File: src/rtl/generic_rs.sv
// generic_rs: reservation station between the issue stage and one execution unit.
//   Buffers up to RS_DEPTH instructions, snoops the CDB for missing operands,
//   dispatches ready entries to the EU, collects EU results by entry index and
//   broadcasts them on the CDB before freeing the entry.
// Ports:
//   clk_i, rst_n_i, flush_i            clock, async active-low reset, sync clear
//   issue_*                            instruction offer from issue (valid/ready)
//   eu_valid_o/eu_ready_i, eu_ctl_o,
//   eu_rs1_o, eu_rs2_o, eu_entry_idx_o operand dispatch to the EU
//   eu_valid_i/eu_ready_o, eu_entry_idx_i,
//   eu_result_i, eu_except_*_i         result return from the EU
//   cdb_valid_i, cdb_idx_i, cdb_data_i CDB snoop side
//   cdb_valid_o/cdb_ready_i, cdb_idx_o,
//   cdb_data_o, cdb_except_*_o         CDB broadcast request

package generic_rs_pkg;
  typedef enum logic [4:0] {
    E_I_ADDR_MISALIGNED   = 5'd0,
    E_I_ACCESS_FAULT      = 5'd1,
    E_ILLEGAL_INSTRUCTION = 5'd2,
    E_BREAKPOINT          = 5'd3,
    E_LD_ADDR_MISALIGNED  = 5'd4,
    E_LD_ACCESS_FAULT     = 5'd5,
    E_SD_ADDR_MISALIGNED  = 5'd6,
    E_SD_ACCESS_FAULT     = 5'd7,
    E_UNKNOWN             = 5'd31
  } except_code_t;
endpackage

module generic_rs
  import generic_rs_pkg::*;
#(
  parameter int unsigned XLEN        = 32,
  parameter int unsigned RS_DEPTH    = 4,
  parameter int unsigned EU_CTL_LEN  = 4,
  parameter int unsigned ROB_IDX_LEN = 5,
  localparam int unsigned IDX_W      = $clog2(RS_DEPTH)
) (
  input  logic                   clk_i,
  input  logic                   rst_n_i,
  input  logic                   flush_i,
  // issue
  input  logic                   issue_valid_i,
  output logic                   issue_ready_o,
  input  logic [EU_CTL_LEN-1:0]  issue_eu_ctl_i,
  input  logic                   issue_rs1_ready_i,
  input  logic [ROB_IDX_LEN-1:0] issue_rs1_idx_i,
  input  logic [XLEN-1:0]        issue_rs1_value_i,
  input  logic                   issue_rs2_ready_i,
  input  logic [ROB_IDX_LEN-1:0] issue_rs2_idx_i,
  input  logic [XLEN-1:0]        issue_rs2_value_i,
  input  logic [ROB_IDX_LEN-1:0] issue_dest_idx_i,
  // dispatch to EU
  input  logic                   eu_ready_i,
  output logic                   eu_valid_o,
  output logic [EU_CTL_LEN-1:0]  eu_ctl_o,
  output logic [XLEN-1:0]        eu_rs1_o,
  output logic [XLEN-1:0]        eu_rs2_o,
  output logic [IDX_W-1:0]       eu_entry_idx_o,
  // result from EU
  input  logic                   eu_valid_i,
  output logic                   eu_ready_o,
  input  logic [IDX_W-1:0]       eu_entry_idx_i,
  input  logic [XLEN-1:0]        eu_result_i,
  input  logic                   eu_except_raised_i,
  input  except_code_t           eu_except_code_i,
  // CDB snoop
  input  logic                   cdb_valid_i,
  input  logic [ROB_IDX_LEN-1:0] cdb_idx_i,
  input  logic [XLEN-1:0]        cdb_data_i,
  // CDB broadcast
  input  logic                   cdb_ready_i,
  output logic                   cdb_valid_o,
  output logic [ROB_IDX_LEN-1:0] cdb_idx_o,
  output logic [XLEN-1:0]        cdb_data_o,
  output logic                   cdb_except_raised_o,
  output except_code_t           cdb_except_code_o
);

  typedef enum logic [2:0] {
    S_EMPTY,
    S_WAIT_OPS,
    S_READY,
    S_EXEC,
    S_WAIT_CDB
  } state_t;

  typedef struct packed {
    state_t                   state;
    logic [EU_CTL_LEN-1:0]    ctl;
    logic                     rs1_ready;
    logic [ROB_IDX_LEN-1:0]   rs1_idx;
    logic [XLEN-1:0]          rs1_value;
    logic                     rs2_ready;
    logic [ROB_IDX_LEN-1:0]   rs2_idx;
    logic [XLEN-1:0]          rs2_value;
    logic [ROB_IDX_LEN-1:0]   dest_idx;
    logic [XLEN-1:0]          result;
    logic                     except_raised;
    except_code_t             except_code;
  } entry_t;

  function automatic entry_t entry_reset();
    entry_t e;
    e             = '0;
    e.state       = S_EMPTY;
    e.except_code = E_UNKNOWN;
    return e;
  endfunction

  entry_t entry_q [RS_DEPTH];
  entry_t entry_d [RS_DEPTH];

  logic             alloc_found, disp_found, cdb_found;
  logic [IDX_W-1:0] alloc_idx, disp_idx, cdb_sel;
  logic             alloc_fire, disp_fire, cdb_fire;
  logic             issue_rs1_snoop, issue_rs2_snoop;

  // Lowest-index selection for allocation, dispatch and writeback.
  always_comb begin
    alloc_found = 1'b0;
    alloc_idx   = '0;
    disp_found  = 1'b0;
    disp_idx    = '0;
    cdb_found   = 1'b0;
    cdb_sel     = '0;
    for (int unsigned i = 0; i < RS_DEPTH; i++) begin
      if (!alloc_found && entry_q[i].state == S_EMPTY) begin
        alloc_found = 1'b1;
        alloc_idx   = IDX_W'(i);
      end
      if (!disp_found && entry_q[i].state == S_READY) begin
        disp_found = 1'b1;
        disp_idx   = IDX_W'(i);
      end
      if (!cdb_found && entry_q[i].state == S_WAIT_CDB) begin
        cdb_found = 1'b1;
        cdb_sel   = IDX_W'(i);
      end
    end
  end

  assign issue_ready_o = alloc_found;
  assign eu_valid_o    = disp_found;
  assign cdb_valid_o   = cdb_found;
  assign eu_ready_o    = 1'b1;

  assign alloc_fire = issue_valid_i && alloc_found;
  assign disp_fire  = disp_found && eu_ready_i;
  assign cdb_fire   = cdb_found && cdb_ready_i;

  // A broadcast in the allocation cycle is captured directly from the CDB.
  assign issue_rs1_snoop = cdb_valid_i && (cdb_idx_i == issue_rs1_idx_i);
  assign issue_rs2_snoop = cdb_valid_i && (cdb_idx_i == issue_rs2_idx_i);

  // Dispatch and writeback datapaths; idle outputs are forced to reset values.
  always_comb begin
    eu_ctl_o            = '0;
    eu_rs1_o            = '0;
    eu_rs2_o            = '0;
    cdb_idx_o           = '0;
    cdb_data_o          = '0;
    cdb_except_raised_o = 1'b0;
    cdb_except_code_o   = E_UNKNOWN;
    if (disp_found) begin
      eu_ctl_o = entry_q[disp_idx].ctl;
      eu_rs1_o = entry_q[disp_idx].rs1_value;
      eu_rs2_o = entry_q[disp_idx].rs2_value;
    end
    if (cdb_found) begin
      cdb_idx_o           = entry_q[cdb_sel].dest_idx;
      cdb_data_o          = entry_q[cdb_sel].result;
      cdb_except_raised_o = entry_q[cdb_sel].except_raised;
      cdb_except_code_o   = entry_q[cdb_sel].except_code;
    end
  end
  assign eu_entry_idx_o = disp_idx;

  // Per-entry next state. Alloc, dispatch, result and free each act on a
  // different state, so they never collide on one entry and commit together.
  always_comb begin
    for (int unsigned i = 0; i < RS_DEPTH; i++) begin
      entry_d[i] = entry_q[i];

      if (entry_q[i].state == S_WAIT_OPS) begin
        if (!entry_q[i].rs1_ready && cdb_valid_i && cdb_idx_i == entry_q[i].rs1_idx) begin
          entry_d[i].rs1_ready = 1'b1;
          entry_d[i].rs1_value = cdb_data_i;
        end
        if (!entry_q[i].rs2_ready && cdb_valid_i && cdb_idx_i == entry_q[i].rs2_idx) begin
          entry_d[i].rs2_ready = 1'b1;
          entry_d[i].rs2_value = cdb_data_i;
        end
        if (entry_d[i].rs1_ready && entry_d[i].rs2_ready) begin
          entry_d[i].state = S_READY;
        end
      end

      if (alloc_fire && alloc_idx == IDX_W'(i)) begin
        entry_d[i]           = entry_reset();
        entry_d[i].ctl       = issue_eu_ctl_i;
        entry_d[i].rs1_idx   = issue_rs1_idx_i;
        entry_d[i].rs1_ready = issue_rs1_ready_i || issue_rs1_snoop;
        entry_d[i].rs1_value = issue_rs1_ready_i ? issue_rs1_value_i : cdb_data_i;
        entry_d[i].rs2_idx   = issue_rs2_idx_i;
        entry_d[i].rs2_ready = issue_rs2_ready_i || issue_rs2_snoop;
        entry_d[i].rs2_value = issue_rs2_ready_i ? issue_rs2_value_i : cdb_data_i;
        entry_d[i].dest_idx  = issue_dest_idx_i;
        entry_d[i].state     = (entry_d[i].rs1_ready && entry_d[i].rs2_ready)
                               ? S_READY : S_WAIT_OPS;
      end

      if (disp_fire && disp_idx == IDX_W'(i)) begin
        entry_d[i].state = S_EXEC;
      end

      // Results for entries not in EXEC are dropped.
      if (eu_valid_i && eu_entry_idx_i == IDX_W'(i) && entry_q[i].state == S_EXEC) begin
        entry_d[i].result        = eu_result_i;
        entry_d[i].except_raised = eu_except_raised_i;
        entry_d[i].except_code   = eu_except_code_i;
        entry_d[i].state         = S_WAIT_CDB;
      end

      if (cdb_fire && cdb_sel == IDX_W'(i)) begin
        entry_d[i] = entry_reset();
      end

      if (flush_i) begin
        entry_d[i] = entry_reset();
      end
    end
  end

  always_ff @(posedge clk_i or negedge rst_n_i) begin
    if (!rst_n_i) begin
      for (int unsigned i = 0; i < RS_DEPTH; i++) begin
        entry_q[i] <= entry_reset();
      end
    end else begin
      for (int unsigned i = 0; i < RS_DEPTH; i++) begin
        entry_q[i] <= entry_d[i];
      end
    end
  end

  logic result_targets_exec;
  assign result_targets_exec = (entry_q[eu_entry_idx_i].state == S_EXEC);

  a_result_targets_exec: assert property (
    @(posedge clk_i) disable iff (!rst_n_i || flush_i)
      eu_valid_i |-> result_targets_exec
  );

endmodule

File: config.mk
export PLATFORM = sky130hd
export DESIGN_NAME = generic_rs
export DESIGN_NICKNAME = d
export VERILOG_FILES = /design/src/rtl/generic_rs.sv
export SDC_FILE = /design/constraint.sdc
export NUM_CORES = 1
export LEC_CHECK = 0
export ABC_AREA = 1
export CORE_AREA = 3 3 175 304
export CTS_CLUSTER_DIAMETER = 60
export DETAILED_ROUTE_END_ITERATION = 8
export DIE_AREA = 0 0 178 307
export PLACE_DENSITY = 0.76
export SYNTH_ARGS = -nofsm -noshare
export SYNTH_HDL_FRONTEND = slang
export SYNTH_SLANG_ARGS = --single-unit
File: constraint.sdc
create_clock -name clk_i -period 2.33 [get_ports clk_i]
set_input_delay 0.466 -clock clk_i [delete_from_list [all_inputs] [get_ports clk_i]]
set_output_delay 0.466 -clock clk_i [all_outputs]
set_load 0.005 [all_outputs]
==> flow_summary.json <==
{
  "most-common-layout-cells": "nand2_1 (970), dfrtp_1 (482), inv_1 (448)",
  "syn_area_per_cell_sq_um": 7.25,
  "coreArea_sq_um": 50900,
  "timing.final.ws_setup_ns": -0.633,
  "die_h_microns": 307,
  "cts_buffers": 49,
  "clk_latency_ns": 0.59,
  "crit_start": "entry_q[501]",
  "fin_nets": 4434,
  "portBuffers": 285,
  "grt_use_total": 0.391,
  "gr-total-overflow": 0,
  "rsz0062_at_grt": "true",
  "drc_errors": 0,
  "crit_end": "cdb_data_o[14]",
  "cts-htree-levels": 2,
  "clock_skew_ns": 0.0281,
  "grt_pass1_wl_microns": 166000,
  "grt_max_degree": 105,
  "synth.cell_area_sq_um": 27800,
  "r2r_start": "entry_q[250]",
  "die-area_sq_um": 54600,
  "post-route-period-util": 1.27,
  "violations": "setup timing",
  "r2r_cells": 12,
  "num_io_pins": 287,
  "power.density_nw_per_um2": 903,
  "cts_tree": "built",
  "critPathArrivalTime_ns": 2.50,
  "drt_iter0_drc": 3221,
  "worst_pin_slew_ns": 0.786,
  "hold_viol_final": 0,
  "period_minus_slack_ns": 2.96,
  "top_register": "entry_q",
  "yosysTopAreaCell": "dfrtp_1",
  "maxCapViolations": 0,
  "wl_per_cell_microns": 22.3,
  "syn_inst": 3840,
  "r2r_end": "entry_q[232]",
  "ys_seq_area_frac": 0.454,
  "cp.required_ns": 1.86,
  "peakVddDrop_mv": 0.748,
  "cts_sinks": 504,
  "vias": 30248,
  "layout-drive-gt1-share": 0.231,
  "yosysTopAreaCellShare": 0.435,
  "cts_root_buf": "clkbuf_16",
  "start_kind": "flop",
  "ys_ff_latch": 504,
  "p_leak_nw": 18.4,
  "fillers": 3645,
  "vias_per_cell": 6.08,
  "clock.fmax_mhz": 338,
  "whs_ns": 0.318,
  "synthTopCellsByArea": "dfrtp_1 (43%), nand2_1 (14%), nand3_1 (7.2%), inv_1 (6.3%), o21ai_0 (4.0%)",
  "synthesis.nets": 4010,
  "fin_util": 0.746,
  "rows": 109,
  "ant_nets": 0,
  "finalMaxSlewViolations": 0,
  "relSlewSlack": 0.470,
  "status": "complete, but fails checks",
  "layout_commonest_cell": "nand2_1",
  "setup_viol": 123,
  "ys_types": 33,
  "gp_congestion": 0.926,
  "clockBufferDepth": 3,
  "largest_register_ffs": 504,
  "cts.clk_slew.worst_paths_ns": 0.07,
  "dpl.hpwl_microns": 66400,
  "crit_type": "flop to output pin",
  "wirelength_microns": 111000,
  "top_regs": "entry_q x504",
  "antenna_found_initial": 6,
  "initial_core_util": 0.547,
  "syn2layout_area_growth_pct": 36.2,
  "hold_class": "input port to async pin",
  "yosysWarnings": 0,
  "worst-path-max-fanout": 7,
  "die_width_microns": 178,
  "crit_path_end_kind": "output pin",
  "grt_pass1_vias": 30481,
  "regToRegSetupSlack_ns": -0.02,
  "drt_first_pass_iters": 6
}
## worst min path at each step
| stage | from | end | slack [ns] | depth (start not counted) |
|---|---|---|---|---|
| 2_1_floorplan | rst_n_i | entry_q[100] | 0.17 | 0 |
| 3_3_place_gp | rst_n_i | entry_q[110] | 0.32 | 1 |
| 3_5_place_dp | rst_n_i | entry_q[111] | 0.31 | 1 |
| 4_1_cts | rst_n_i | entry_q[111] | 0.32 | 2 |
| 5_1_grt | rst_n_i | entry_q[111] | 0.33 | 2 |
| 6_report | rst_n_i | entry_q[111] | 0.32 | 2 |
## layer usage
metal / share of wire / track usage / vias to the layer above
li1: - / - / 13350
met1: 0.33 / 0.430 / 14229
met2: 0.48 / 0.657 / 1985
met3: 0.097 / 0.0817 / 678
met4: 0.090 / 0.291 / 6
met5: 0.00041 / 0 / -
## area by class of cell
type / instances / area [sq um] / share of cell area
Antenna cell: 3 / 7.51 / 0.000198
Clock buffer: 66 / 1410 / 0.0372
Clock inverter: 25 / 255 / 0.00673
Inverter: 492 / 1890 / 0.0499
Multi-Input combinational cell: 2590 / 14100 / 0.371
Sequential cell: 504 / 12600 / 0.333
Tap cell: 666 / 833 / 0.0220
Timing Repair Buffer: 627 / 6820 / 0.180
## kinds of logic (layout without fill, tap and decap cells)
group | after synthesis | in the layout | share of synthesized area
AOI/OAI and AO/OA | 778 | 778 | 0.164
other | 1 | 4 | 0.000135
DFF | 504 | 504 | 0.454
buffers and inverters | 747 | 1210 | 0.108
and+or+nand+nor | 1807 | 1808 | 0.273
xor gates and xnor gates | 3 | 3 | 0.000944
## metrics by stage
stage | worst slack (ns) | TNS [ns] | instances | cell area [sq um] | power, W
CTS | -0.590 | -56.77 | 4956 | 37100 | 0.0330
detailed placement | -0.784 | -76.08 | 4794 | 33500 | 0.0225
floorplan | 0.309 | 0 | 3840 | 27800 | 0.0162
finish | -0.633 | -59.45 | 4973 | 37900 | 0.0343
global route | -0.729 | -70.18 | 4971 | 37900 | 0.0355
global placement | -0.781 | -70.18 | 4794 | 33500 | 0.0223
## synth_stat cells (all sizes together)
library cell,number
buf,136
o22ai,158
dfstp,20
inv,489
o32ai,4
nand2,1084
a22oi,48
xor2,3
nand4,13
nand3,407
clkbuf,119
conb,1
nor2,230
or2,65
o21ai,229
a21boi,1
a21oi,209
dfrtp,484
o211ai,129
clkinv,3
nor3,8
## power by group
group          switching [W]  total (W)  internal [W]  leakage, nW
registers           0.000602     0.0104       0.00983         6.69
clock network        0.00368    0.00841       0.00472        0.812
logic                0.00897     0.0154       0.00645         10.9
total                 0.0133     0.0343        0.0210         18.4
## critical path: stages (launching register included)
cell,delay (ns)
dfrtp_1,0.43
nor2_4,0.15
nand2_2,0.09
nand2_4,0.09
nor2_4,0.05
nand2_4,0.08
inv_4,0.05
nor2_4,0.16
buf_6,0.15
buf_8,0.13
buf_16,0.15
nand3_2,0.08
a21oi_2,0.14
buf_2,0.14
## timing repair
item                                   in CTS  in global routing
hold buffers                                1                  0
cloned                                     19                  6
resized for setup                         809                209
setup endpoints to repair                 161                225
endpoints found under the hold margin      10                  0
setup buffers                              54                 24
pin swaps                                 138                112
No activity file was read; power rests on OpenSTA's default activity.
